<file path="config.mk">
export PLATFORM = sky130hd
export DESIGN_NAME = phase_sequencer
export DESIGN_NICKNAME = d
export VERILOG_FILES = /design/src/rtl/phase_sequencer.sv
export SDC_FILE = /design/constraint.sdc
export NUM_CORES = 1
export LEC_CHECK = 0
export BUFFER_PORTS_ARGS = -buffer_cell sky130_fd_sc_hd__clkbuf_2
export CORE_MARGIN = 2
export CORE_UTILIZATION = 35
export DETAILED_ROUTE_END_ITERATION = 16
export GPL_ROUTABILITY_DRIVEN = 0
export PLACE_DENSITY_LB_ADDON = 0.05
export SLEW_MARGIN = 15
export SYNTH_ARGS = -nofsm -noshare
export SYNTH_HDL_FRONTEND = slang
export SYNTH_SLANG_ARGS = --single-unit
</file>
<file path="constraint.sdc">
create_clock -name clk -period 5 [get_ports clk]
set_input_delay 0.75 -clock clk [delete_from_list [all_inputs] [get_ports clk]]
set_output_delay 0.75 -clock clk [all_outputs]
set_load 0.05 [all_outputs]
</file>
<file path="src/rtl/phase_sequencer.sv">
// Four-phase run sequencer that feeds a down-counting timer.
// It supports one-shot and looping runs, abort, and a saturating count of completed rounds.
module phase_sequencer #(
  parameter int N  = 4,
  parameter int RW = 8
) (
  input  logic          clk,
  input  logic          rst,
  input  logic          start,
  input  logic          abort,
  input  logic          loop_en,
  input  logic [N-1:0]  dur0,
  input  logic [N-1:0]  dur1,
  input  logic [N-1:0]  dur2,
  input  logic [N-1:0]  dur3,
  input  logic          timer_done,
  output logic          timer_load,
  output logic [N-1:0]  timer_in,
  output logic [1:0]    phase,
  output logic          busy,
  output logic          seq_done,
  output logic [RW-1:0] rounds
);

  typedef enum logic [1:0] {
    IDLE = 2'd0,
    LOAD = 2'd1,
    WAIT = 2'd2
  } state_t;

  localparam logic [1:0] LAST_PHASE = 2'd3;

  state_t        state_q;
  logic [1:0]    phase_q;
  logic [N-1:0]  dur_q [4];
  logic [RW-1:0] rounds_q;
  logic          seq_done_q;

  // NOTE: every register in this block, including the small duration array, is reset.
  // This keeps timer_in at 0 after reset instead of showing stale or X data.
  // NOTE: sequential state uses non-blocking assignments only, so every branch sees pre-edge values.
  always_ff @(posedge clk) begin
    if (rst) begin
      state_q    <= IDLE;
      phase_q    <= '0;
      rounds_q   <= '0;
      seq_done_q <= 1'b0;
      for (int i = 0; i < 4; i++) dur_q[i] <= '0;
    end else begin
      seq_done_q <= 1'b0;
      if (abort) begin
        // rounds is deliberately left alone so the count survives an abort.
        state_q <= IDLE;
        phase_q <= '0;
      end else begin
        case (state_q)
          IDLE: begin
            if (start) begin
              dur_q[0] <= dur0;
              dur_q[1] <= dur1;
              dur_q[2] <= dur2;
              dur_q[3] <= dur3;
              phase_q  <= '0;
              rounds_q <= '0;
              state_q  <= LOAD;
            end
          end
          LOAD: state_q <= WAIT;
          WAIT: begin
            if (timer_done) begin
              if (phase_q != LAST_PHASE) begin
                phase_q <= phase_q + 2'd1;
                state_q <= LOAD;
              end else begin
                phase_q <= '0;
                if (rounds_q != '1) rounds_q <= rounds_q + RW'(1);
                if (loop_en) begin
                  state_q <= LOAD;
                end else begin
                  state_q    <= IDLE;
                  seq_done_q <= 1'b1;
                end
              end
            end
          end
          default: state_q <= IDLE;
        endcase
      end
    end
  end

  assign timer_load = (state_q == LOAD);
  assign timer_in   = dur_q[phase_q];
  assign busy       = (state_q != IDLE);
  assign phase      = phase_q;
  assign seq_done   = seq_done_q;
  assign rounds     = rounds_q;

endmodule

</file>
## Word level (Yosys, flattened, before mapping)

Memory sizes are Yosys's and may differ from the RTL's. A register that Yosys moved wholly into a read port is not among the register bits.
Index checks and enable logic that the tools add are counted.

- Bits in registers: 13
- RAM bits: 16
- Output and inout port bits: 17
- Logic and storage cells: 58
- Memories kept: 1

- Add/subtract/negate cells: 2
- Equal/unequal tests: 8
- Muxes and demuxes: 28
- Bitwise gates (word level): 7
- Reductions and logical operators: 8

Memory list:

| memory | words | bits a word | read ports | clocked after memory_dff | write ports | RTL line | source |
|---|---|---|---|---|---|---|---|
| dur_q | 4 | 4 | 1 | 1 | 4 | 35 | `logic [N-1:0] dur_q [4];` |

Operator list:

| operator | number |
|---|---|
| $mux 8 | 4 |
| $mux 4 | 4 |
| $pmux 8 s2 | 1 |
| $mux 2 | 7 |
| $mux 1 | 10 |
| $ne 2x2->1 const B | 5 |
| $add 8x1->8 const B | 1 |
| $ne 8x8->1 const B | 1 |
| $pmux 2 s3 | 1 |
| $reduce_and 6->1 | 1 |
| $reduce_or 5->1 | 1 |
| $or 1x1->1 | 4 |
| $pmux 2 s2 | 1 |
| $reduce_bool 2->1 | 2 |
| $not 1->1 | 3 |
| $reduce_and 3->1 | 1 |
| $add 2x1->2 const B | 1 |
| $eq 2x1->1 const B | 1 |
| $eq 2x2->1 const B | 1 |
| $logic_not 2->1 | 1 |
| $reduce_and 2->1 | 1 |
| $reduce_or 2->1 | 1 |

## Longest topological paths before layout

Gate-level depths: netlist of run 1.

- Depth after elaboration: 6
- Mapped depth: 5

## Worst setup path before layout of run 1

OpenSTA, ideal clock, no wires.

- Kind: register to register
- From: register phase_q[0], in the netlist phase[0]
- To: register rounds_q[3], in the netlist rounds[3]
- Arrival: 1.976 ns
- Required time: 4.928 ns
- Path slack: 2.951 ns
- Cell stages (with the launch flop): 6
- Buffers on the path: 0
- Path through: dfxtp_1 -> ha_1 -> nand3_2 -> a211o_1 -> or4_1 -> a21oi_1

- Word-level cells in the longest chain between the ends: 3

RTL lines:

| what | RTL line | source |
|---|---|---|
| start: declaration | 34 | `logic [1:0] phase_q;` |
| start signal: assignment | 72 | `phase_q <= phase_q + 2'd1;` |
| $ne 2x2->1 | 71 | `if (phase_q != LAST_PHASE) begin` |
| $ne 2x2->1 (no line) | n/a |  |
| $reduce_and 6->1 (no line) | n/a |  |
| end signal: assignment | 76 | `if (rounds_q != '1) rounds_q <= rounds_q + RW'(1);` |
| end: declaration | 36 | `logic [RW-1:0] rounds_q;` |

Every way passes these cells.
A chain may end at the register's enable or synchronous reset.

==> results.yml, run 1 <==
clock_network:
  cts_tree: "yes"
  clkLatencyLatePin_ns: 0.28
  hold_buffers: 0
  cts.sinks: 31
  clk_pin_slew_worst_paths_ns: 0.07
  cts.htree.levels: 2
  cts.repair.resized: 0
  cts_root_buffer: "clkbuf_8"
  clockBufferDepth: 2
  post_cts.repair.setup_buffers: 0
  cts_inserted_buffers: 5
timing:
  final-setup-viol-count: 0
  grt_setup_unrepaired: "false"
  slew_violations: 0
  worst_hold_slack_ns: 0.5639
  worst_pin_slew_ns: 0.5214
  slew_headroom_pct: 65.17
  fin_skew_ns: 0.005438
  finalCritPeriodShare_pct: 45.87
  fmax_mhz: 436.0
  setup_ws_ns: 2.706
  hold_viol: 0
  timing.final.crit_period_ns: 2.294
  tns_ns: 0
logic_synthesis:
  synth_area_per_cell_um2: 11.74
  yosys.area.top_type: "edfxtp_1"
  async_reset_ff_share_pct: 0
  synthCells: 122
  synth.top_cell.area_share_pct: 33.54
  synth.most_common_cell: "and2_1"
  yosys_warnings: 0
  synth_seq_area_share_pct: 54.50
  synth_area_um2: 1433
  synth_edf_count: 16
  synth-seq-cells: 31
  synth-main-ff-cell: "edfxtp_1"
  synthTopCellsByCount: "17 x and2_1, 16 x edfxtp_1, 15 x dfxtp_1"
  synthDistinctLibCells: 41
  synthTopCellsByArea: "edfxtp_1 34%, dfxtp_1 21%, and2_1 7.4%"
  synth_nets: 146
finish:
  fin_util_pct: 44.30
  final_cells: 216
  drive_above_1_share_pct: 31.93
  nets: 189
  area_growth_pct: 22.79
  antenna_cells: 0
  fillers: 398
worst_hold_path:
  hold_depth: 2
  min_to: "rounds[1]"
  hold_path_class: "reg -> reg"
  worstHoldStart: "rounds[1]"
die:
  core_um2: 3971
  io_pins: 39
  die_y_um: 67.98
  start_util_pct: 36.07
  die_area_um2: 4621
  row_count: 23
  die_w_um: 67.98
flow_run:
  cap_violations: 0
setup_path:
  critical_path.slowest_cell: "mux4_2"
  timing.rr.start: "state_q[1]"
  crit_fanout: 4
  cp_data_arrival_time_ns: 1.54
  worstSetupEndpointType: "primary output"
  timing.rr.end: "rounds[7]"
  path_cells: "mux4_2 -> clkbuf_2"
  startpoint_type: "flop"
  r2r_slack_ns: 3.16
  cpPeakStageDelay_ns: 0.55
  crit_type: "reg -> out"
  r2r_cells: 4
  worstPathRequired_ns: 4.25
grt:
  grt_max_degree: 18
  grt_usage_pct: 15.42
  grt_pass1_vias: 1098
  overflow: 0
  grt_pass1_wl_mm: 5.016
  antenna_found_initial: 0
placed_design:
  dpl.hpwl_mm: 2.253
  place_inst: 208
  place_ws_ns: 2.960
  port_buffers: 38
route:
  wl_per_cell_um: 14.29
  ant_nets: 0
  avgViaCountPerCell: 5.218
  wirelength_mm: 3.086
  drc: 0
  drt_iter0_markers: 64
  vias: 1127
  first_pass_iters: 4
outcome:
  outcome: "finished, final reports clean"
pwr:
  vdd_drop_max_v: 0.0001291
  leakage_nw: 0.7412
  power_density_nw_per_um2: 291.3
## layer usage
layer	share of wire (%)	GRT usage, %	vias up
met1	45	18.94	536
met3	6.9	6.414	2
li1	-	-	551
met4	0.81	6.000	0
met5	0	0	-
met2	48	24.03	38
## state kept, by name, indices dropped and copies added, names as in the netlist, named ones only
register	flops
state_q	2
dur_q	16
seq_done	1
rounds	8
phase	2
## area by class of cell
class	count	area, um^2	area share, %
Clock buffer	7	76.32	4.339
Clock inverter	1	5.005	0.2845
Inverter	1	3.754	0.2134
Multi-Input combinational cell	88	640.6	36.42
Sequential cell	31	780.7	44.38
Tap cell	50	62.56	3.556
Timing Repair Buffer	38	190.2	10.81
## per-stage QoR
stage	area [um^2]	total power, mW
6_report	1759	0.5124
5_1_grt	1759	0.5364
4_1_cts	1759	0.5208
3_5_place_dp	1678	0.3316
3_3_place_gp	1678	0.3303
2_1_floorplan	1433	0.3142
## how the worst max path moves through the flow
stage,from,endpoint,slack [ns],cells after the start
finish,flop,timer_in[1],2.71,2
global route,flop,timer_in[1],2.62,2
CTS,flop,timer_in[1],2.67,2
detailed placement,timer_done,rounds[3],2.96,5
global placement,flop,timer_in[3],2.99,2
floorplan,phase[0],rounds[3],2.95,5
## placed cells by master (no fill, tap or decap), types with 2 or more instances in the layout
cell type | synthesis | routed
clkbuf_1 | 2 | 2
o31ai_1 | 3 | 3
nand4_1 | 2 | 2
a21o_1 | 3 | 3
edfxtp_1 | 16 | 16
clkbuf_2 | 0 | 38
and2_1 | 17 | 17
o22ai_1 | 2 | 2
nor3_1 | 7 | 7
mux2i_1 | 2 | 2
nand2_1 | 4 | 4
nor2_1 | 5 | 5
dfxtp_1 | 15 | 15
o21ai_0 | 2 | 2
a21oi_1 | 5 | 5
mux4_2 | 4 | 4
nand3_1 | 5 | 5
clkbuf_8 | 0 | 5
nand2b_1 | 2 | 2
or2_2 | 2 | 2
ha_1 | 2 | 2
## worst max-delay path, delay by kind of cell, from the launching register on
kind     cells  cell delay (ns)
mux          1             0.55
flops        1             0.47
buf+inv      1             0.25
## power by group
| part | switching [mW] | leakage, nW | internal, mW |
|---|---|---|---|
| registers | 0.00349 | 0.290 | 0.278 |
| logic | 0.0276 | 0.409 | 0.0168 |
| clock network | 0.0894 | 0.0422 | 0.0975 |
## cells by family after synthesis
logic type,after synthesis,share of synthesized area [%]
compound gates,25,12.58
fa+ha+maj,2,1.746
buf+inv,3,0.7860
flops,31,54.50
mux,6,7.686
simple gates,55,22.71
Power figures use the tool's default switching activity.
==> run 2, diff against run 1 <==
==> constraint.sdc (replaced) <==
create_clock -name clk -period 2.3 [get_ports clk]
set_input_delay 0.345 -clock clk [delete_from_list [all_inputs] [get_ports clk]]
set_output_delay 0.345 -clock clk [all_outputs]
set_load 0.05 [all_outputs]
==> run 2 against run 1 <==
Against the previous run: sequential cell count is the same; largest power group unchanged; worst hold slack lost 0.33 ns; cell count grew 0.46%; worst setup slack lost 2.3 ns; critical path type unchanged; clock skew grew 0.00056 ns; design area grew 0.43%; clock-buffer cell count is the same; via count shrank 1.2%; critical endpoint is now timer_in[0]; clock power grew 120%.
==> results.yml, run 2 (synthesis gave the netlist of run 1 again) <==
pwr:
  power_density_nw_per_um2: 628.4
  vdd_drop_max_v: 0.0002782
  leakage_nw: 0.7466
finish:
  antenna_cells: 0
  layout_commonest_cell: "clkbuf_2"
  fillers: 388
  final_cell_mix: "38 x clkbuf_2, 17 x and2_1, 16 x edfxtp_1"
  largest_reg_flops: 16
  final_cells: 217
  largest_register: "dur_q"
  drive_above_1_share_pct: 32.34
  area_growth_pct: 23.32
  nets: 190
route:
  first_pass_iters: 4
  wirelength_mm: 2.967
  drc: 0
  wl_met2_mm: 1.410
  met3_length_um: 200
  top_layer: "met4"
  drt_iter0_markers: 88
  ant_nets: 0
  wl_per_cell_um: 13.67
  avgViaCountPerCell: 5.134
  vias: 1114
  met1_length_mm: 1.346
die:
  row_count: 23
  die_area_um2: 4621
  die_w_um: 67.98
  io_pins: 39
  die_y_um: 67.98
  core_um2: 3971
  start_util_pct: 36.07
clock_network:
  clockBufferDepth: 2
  cts.repair.resized: 0
  cts.sinks: 31
  post_cts.repair.setup_buffers: 0
  clkLatencyLatePin_ns: 0.28
  cts.htree.levels: 2
  cts_inserted_buffers: 5
  cts_root_buffer: "clkbuf_8"
  cts_tree: "yes"
  clk_pin_slew_worst_paths_ns: 0.07
  hold_buffers: 0
timing:
  slew_violations: 0
  finalCritPeriodShare_pct: 83.47
  fmax_mhz: 520.9
  slew_headroom_pct: 68.32
  hold_viol: 0
  grt_setup_unrepaired: "false"
  timing.final.crit_period_ns: 1.920
  setup_ws_ns: 0.3802
  final-setup-viol-count: 0
  tns_ns: 0
  worst_pin_slew_ns: 0.4743
  fin_skew_ns: 0.006002
worst_hold_path:
  hold_path_class: "in -> reg"
  hold_depth: 2
  min_to: "seq_done"
  worstHoldStart: "loop_en"
setup_path:
  worstSetupEndpointType: "primary output"
  r2r_cells: 5
  cpPeakStageDelay_ns: 0.55
  worstPathRequired_ns: 1.96
  crit_type: "reg -> out"
  r2r_slack_ns: 0.53
  cp_data_arrival_time_ns: 1.57
  timing.rr.end: "rounds[3]"
  critical_path.slowest_cell: "mux4_2"
  crit_fanout: 4
  startpoint_type: "flop"
  path_cells: "mux4_2 -> clkbuf_2"
  timing.rr.start: "phase[0]"
placed_design:
  place_inst: 209
  dpl.hpwl_mm: 2.234
  port_buffers: 38
  place_ws_ns: 0.5474
grt:
  grt_max_degree: 18
  grt_pass1_vias: 1069
  overflow: 0
  grt_usage_pct: 14.59
  antenna_found_initial: 0
  grt_pass1_wl_mm: 4.836
outcome:
  outcome: "finished, final reports clean"
flow_run:
  cap_violations: 0
[run 2: cell types whose count changed in the layout (fill, tap and decap cells not counted)]
cell   delta
buf_4     +1
[run 2: power breakdown]
part	leakage [nW]	total [mW]	internal [mW]	switching, mW
Combinational	0.415	0.0969	0.0370	0.0600
Clock	0.0422	0.403	0.212	0.191
Sequential	0.290	0.610	0.603	0.00674
[run 2: how the worst max path moves through the flow]
| stage | slack (ns) | to | start | depth (start not counted) |
|---|---|---|---|---|
| 2_1_floorplan | 0.25 | rounds[3] | phase[0] | 5 |
| 3_3_place_gp | 0.57 | rounds[3] | phase[0] | 5 |
| 3_5_place_dp | 0.55 | rounds[3] | phase[0] | 5 |
| 4_1_cts | 0.32 | timer_in[0] | flop | 2 |
| 5_1_grt | 0.29 | timer_in[0] | flop | 2 |
| 6_report | 0.38 | timer_in[0] | flop | 2 |
[run 2: through the flow]
step	power, mW	utilization (%)	instance area (um^2)	hold WS, ns
3_5_place_dp	0.7203	42.44	1685	0.5242
2_1_floorplan	0.6831	-	1433	0.4174
4_1_cts	1.129	44.49	1767	0.2201
6_report	1.110	44.49	1767	0.2335
5_1_grt	1.166	44.49	1767	0.2311
3_3_place_gp	0.7179	42.44	1685	0.5342
[run 2: worst max-delay path: cells and delay by family, from the launching register on]
family,cells,cell delay (ns)
multiplexers,1,0.55
buffers and inverters,1,0.25
flip-flops,1,0.49
[run 2: area by class of cell]
class / count / area (um^2) / share of cell area, %
flip-flops and latches: 31 / 780.7 / 44.19
multi-input cells: 88 / 640.6 / 36.26
repair buffers: 39 / 197.7 / 11.19
clock buffers: 7 / 76.32 / 4.320
well taps: 50 / 62.56 / 3.541
clock inverters: 1 / 5.005 / 0.2833
inverters: 1 / 3.754 / 0.2125
[run 2: metal layers]
| metal | GRT usage [%] | vias to the layer above |
|---|---|---|
| li1 | - | 558 |
| met2 | 22.09 | 37 |
| met3 | 5.757 | 2 |
| met4 | 6.000 | 0 |
| met5 | 0 | - |
| met1 | 18.54 | 517 |
==> run 3, diff against run 2 <==
==> constraint.sdc (replaced) <==
create_clock -name clk -period 1.9 [get_ports clk]
set_input_delay 0.285 -clock clk [delete_from_list [all_inputs] [get_ports clk]]
set_output_delay 0.285 -clock clk [all_outputs]
set_load 0.05 [all_outputs]
==> run 3 against run 2 <==
Against the previous run: design area increased by 1.2%; sequential share of layout area decreased by 0.32 points; clock skew increased by 0.0014 ns; wire length increased by 1.5%; combinational power increased by 25%; core utilization increased by 0.54 points; sequential power increased by 21%; critical endpoint is now timer_in[1]; largest cell class unchanged; largest power group unchanged.
==> results.yml, run 3 (synthesis gave the netlist of run 1 again) <==
timing:
  worst_pin_slew_ns: 0.4656
  timing.final.crit_period_ns: 1.754
  slew_violations: 0
  fmax_mhz: 570.1
  final-setup-viol-count: 0
  grt_setup_unrepaired: "false"
  fin_skew_ns: 0.007352
  tns_ns: 0
  worst_hold_slack_ns: 0.1673
  hold_viol: 0
  slew_headroom_pct: 68.90
  finalCritPeriodShare_pct: 92.31
clock_network:
  cts_tree: "yes"
  clk_pin_slew_worst_paths_ns: 0.07
  cts.sinks: 31
  clockBufferDepth: 2
  clkLatencyLatePin_ns: 0.29
  hold_buffers: 0
  post_cts.repair.setup_buffers: 0
  cts_inserted_buffers: 5
  cts.htree.levels: 2
  cts_root_buffer: "clkbuf_8"
route:
  wirelength_mm: 3.011
  avgViaCountPerCell: 5.242
  wl_per_cell_um: 13.75
  drt_iter0_markers: 99
  first_pass_iters: 6
  drc: 0
  ant_nets: 0
  vias: 1148
die:
  io_pins: 39
  die_y_um: 67.98
  die_w_um: 67.98
  die_area_um2: 4621
  start_util_pct: 36.07
  core_um2: 3971
  row_count: 23
pwr:
  netSwitchingPower_mw: 0.3289
  power_density_nw_per_um2: 758.6
  p_total_mw: 1.356
  leakage_nw: 0.7637
  p_seq_share_pct: 54.3
  p_int_mw: 1.027
  clock_power_share_pct: 36.8
  combPwrFrac_pct: 8.9
  vdd_drop_max_v: 0.0003356
  netSwitchingFraction_pct: 24.25
finish:
  drive_above_1_share_pct: 36.09
  final_cell_mix: "38 x clkbuf_2, 17 x and2_1, 16 x edfxtp_1"
  antenna_cells: 0
  layout_commonest_cell: "clkbuf_2"
  fin_util_pct: 45.02
  final_cells: 219
  largest_reg_flops: 16
  nets: 192
  largest_register: "dur_q"
  area_growth_pct: 24.80
flow_run:
  cap_violations: 0
grt:
  overflow: 0
  grt_usage_pct: 15.03
  grt_pass1_vias: 1129
  top_usage_layer: "met2"
  grt_use_met3_pct: 4.112
  grt_max_degree: 18
  antenna_found_initial: 0
  grt_pass1_wl_mm: 4.961
  met2_usage_pct: 24.27
  grt_util_met1_pct: 18.07
worst_hold_path:
  hold_path_class: "in -> reg"
  worstHoldStart: "loop_en"
setup_path:
  cp_data_arrival_time_ns: 1.47
  worstPathRequired_ns: 1.62
  path_cells: "mux4_2 -> clkbuf_2"
  critical_path.slowest_cell: "mux4_2"
  worstSetupEndpointType: "primary output"
  timing.rr.start: "phase[0]"
  startpoint_type: "flop"
  crit_type: "reg -> out"
  cpPeakStageDelay_ns: 0.52
  crit_fanout: 4
placed_design:
  place_inst: 211
  port_buffers: 38
  dpl.hpwl_mm: 2.222
outcome:
  outcome: "finished, final reports clean"
run 3: cell count changes in the layout (fill, tap and decap cells not counted), sizes merged:
cell / previous run / this run
buf: 1 / 3
clkbuf: 45 / 43
clkinv: 1 / 3
run 3: what timing repair did:
| item | 4_1_cts | 5_1_grt |
|---|---|---|
| endpoints found under the hold margin | 0 | 0 |
| resized for setup | 0 | 1 |
| setup endpoints to repair | 0 | 4 |
run 3: metal layers:
metal / part of all wire, % / wire length, um
met5: 0 / 0
met3: 6.3 / 191
met1: 45 / 1367
met4: 1.8 / 54
met2: 46 / 1398
run 3: path summary, 6_finish.rpt:
path / endpoint / slack, ns / cells past startpoint
min reg2reg: phase[1] / 0.57 / 2
max: timer_in[1] / 0.15 / 2
max reg2reg: rounds[3] / 0.15 / 5
min: seq_done / 0.17 / 2
run 3: power by group through the flow:
stage	combinational, mW	sequential, mW	clock [mW]
after floorplan	0.0769	0.750	0
after CTS	0.123	0.737	0.513
after global routing	0.132	0.739	0.544
after global placement	0.121	0.751	0
final	0.121	0.737	0.499
after detailed placement	0.123	0.752	0
run 3: worst max-delay path, delay by kind of cell, from the launching register on:
| kind | cells | cell delay, ns |
|---|---|---|
| buffers and inverters | 1 | 0.25 |
| muxes | 1 | 0.52 |
| DFF | 1 | 0.41 |
run 3: layout make-up:
class | instances | area [um^2]
inverters | 1 | 3.754
clock buffers | 5 | 68.82
flip-flops and latches | 31 | 784.5
multi-input cells | 88 | 640.6
fillers | 389 | 2183
clock inverters | 3 | 15.01
well taps | 50 | 62.56
repair buffers | 41 | 212.7
run 3: stage by stage:
stage | setup WS [ns] | instance area, um^2
2_1_floorplan | 0.04770 | 1435
5_1_grt | 0.03708 | 1788
3_3_place_gp | 0.2155 | 1703
6_report | 0.1460 | 1788
4_1_cts | 0.005324 | 1787
3_5_place_dp | 0.1633 | 1703
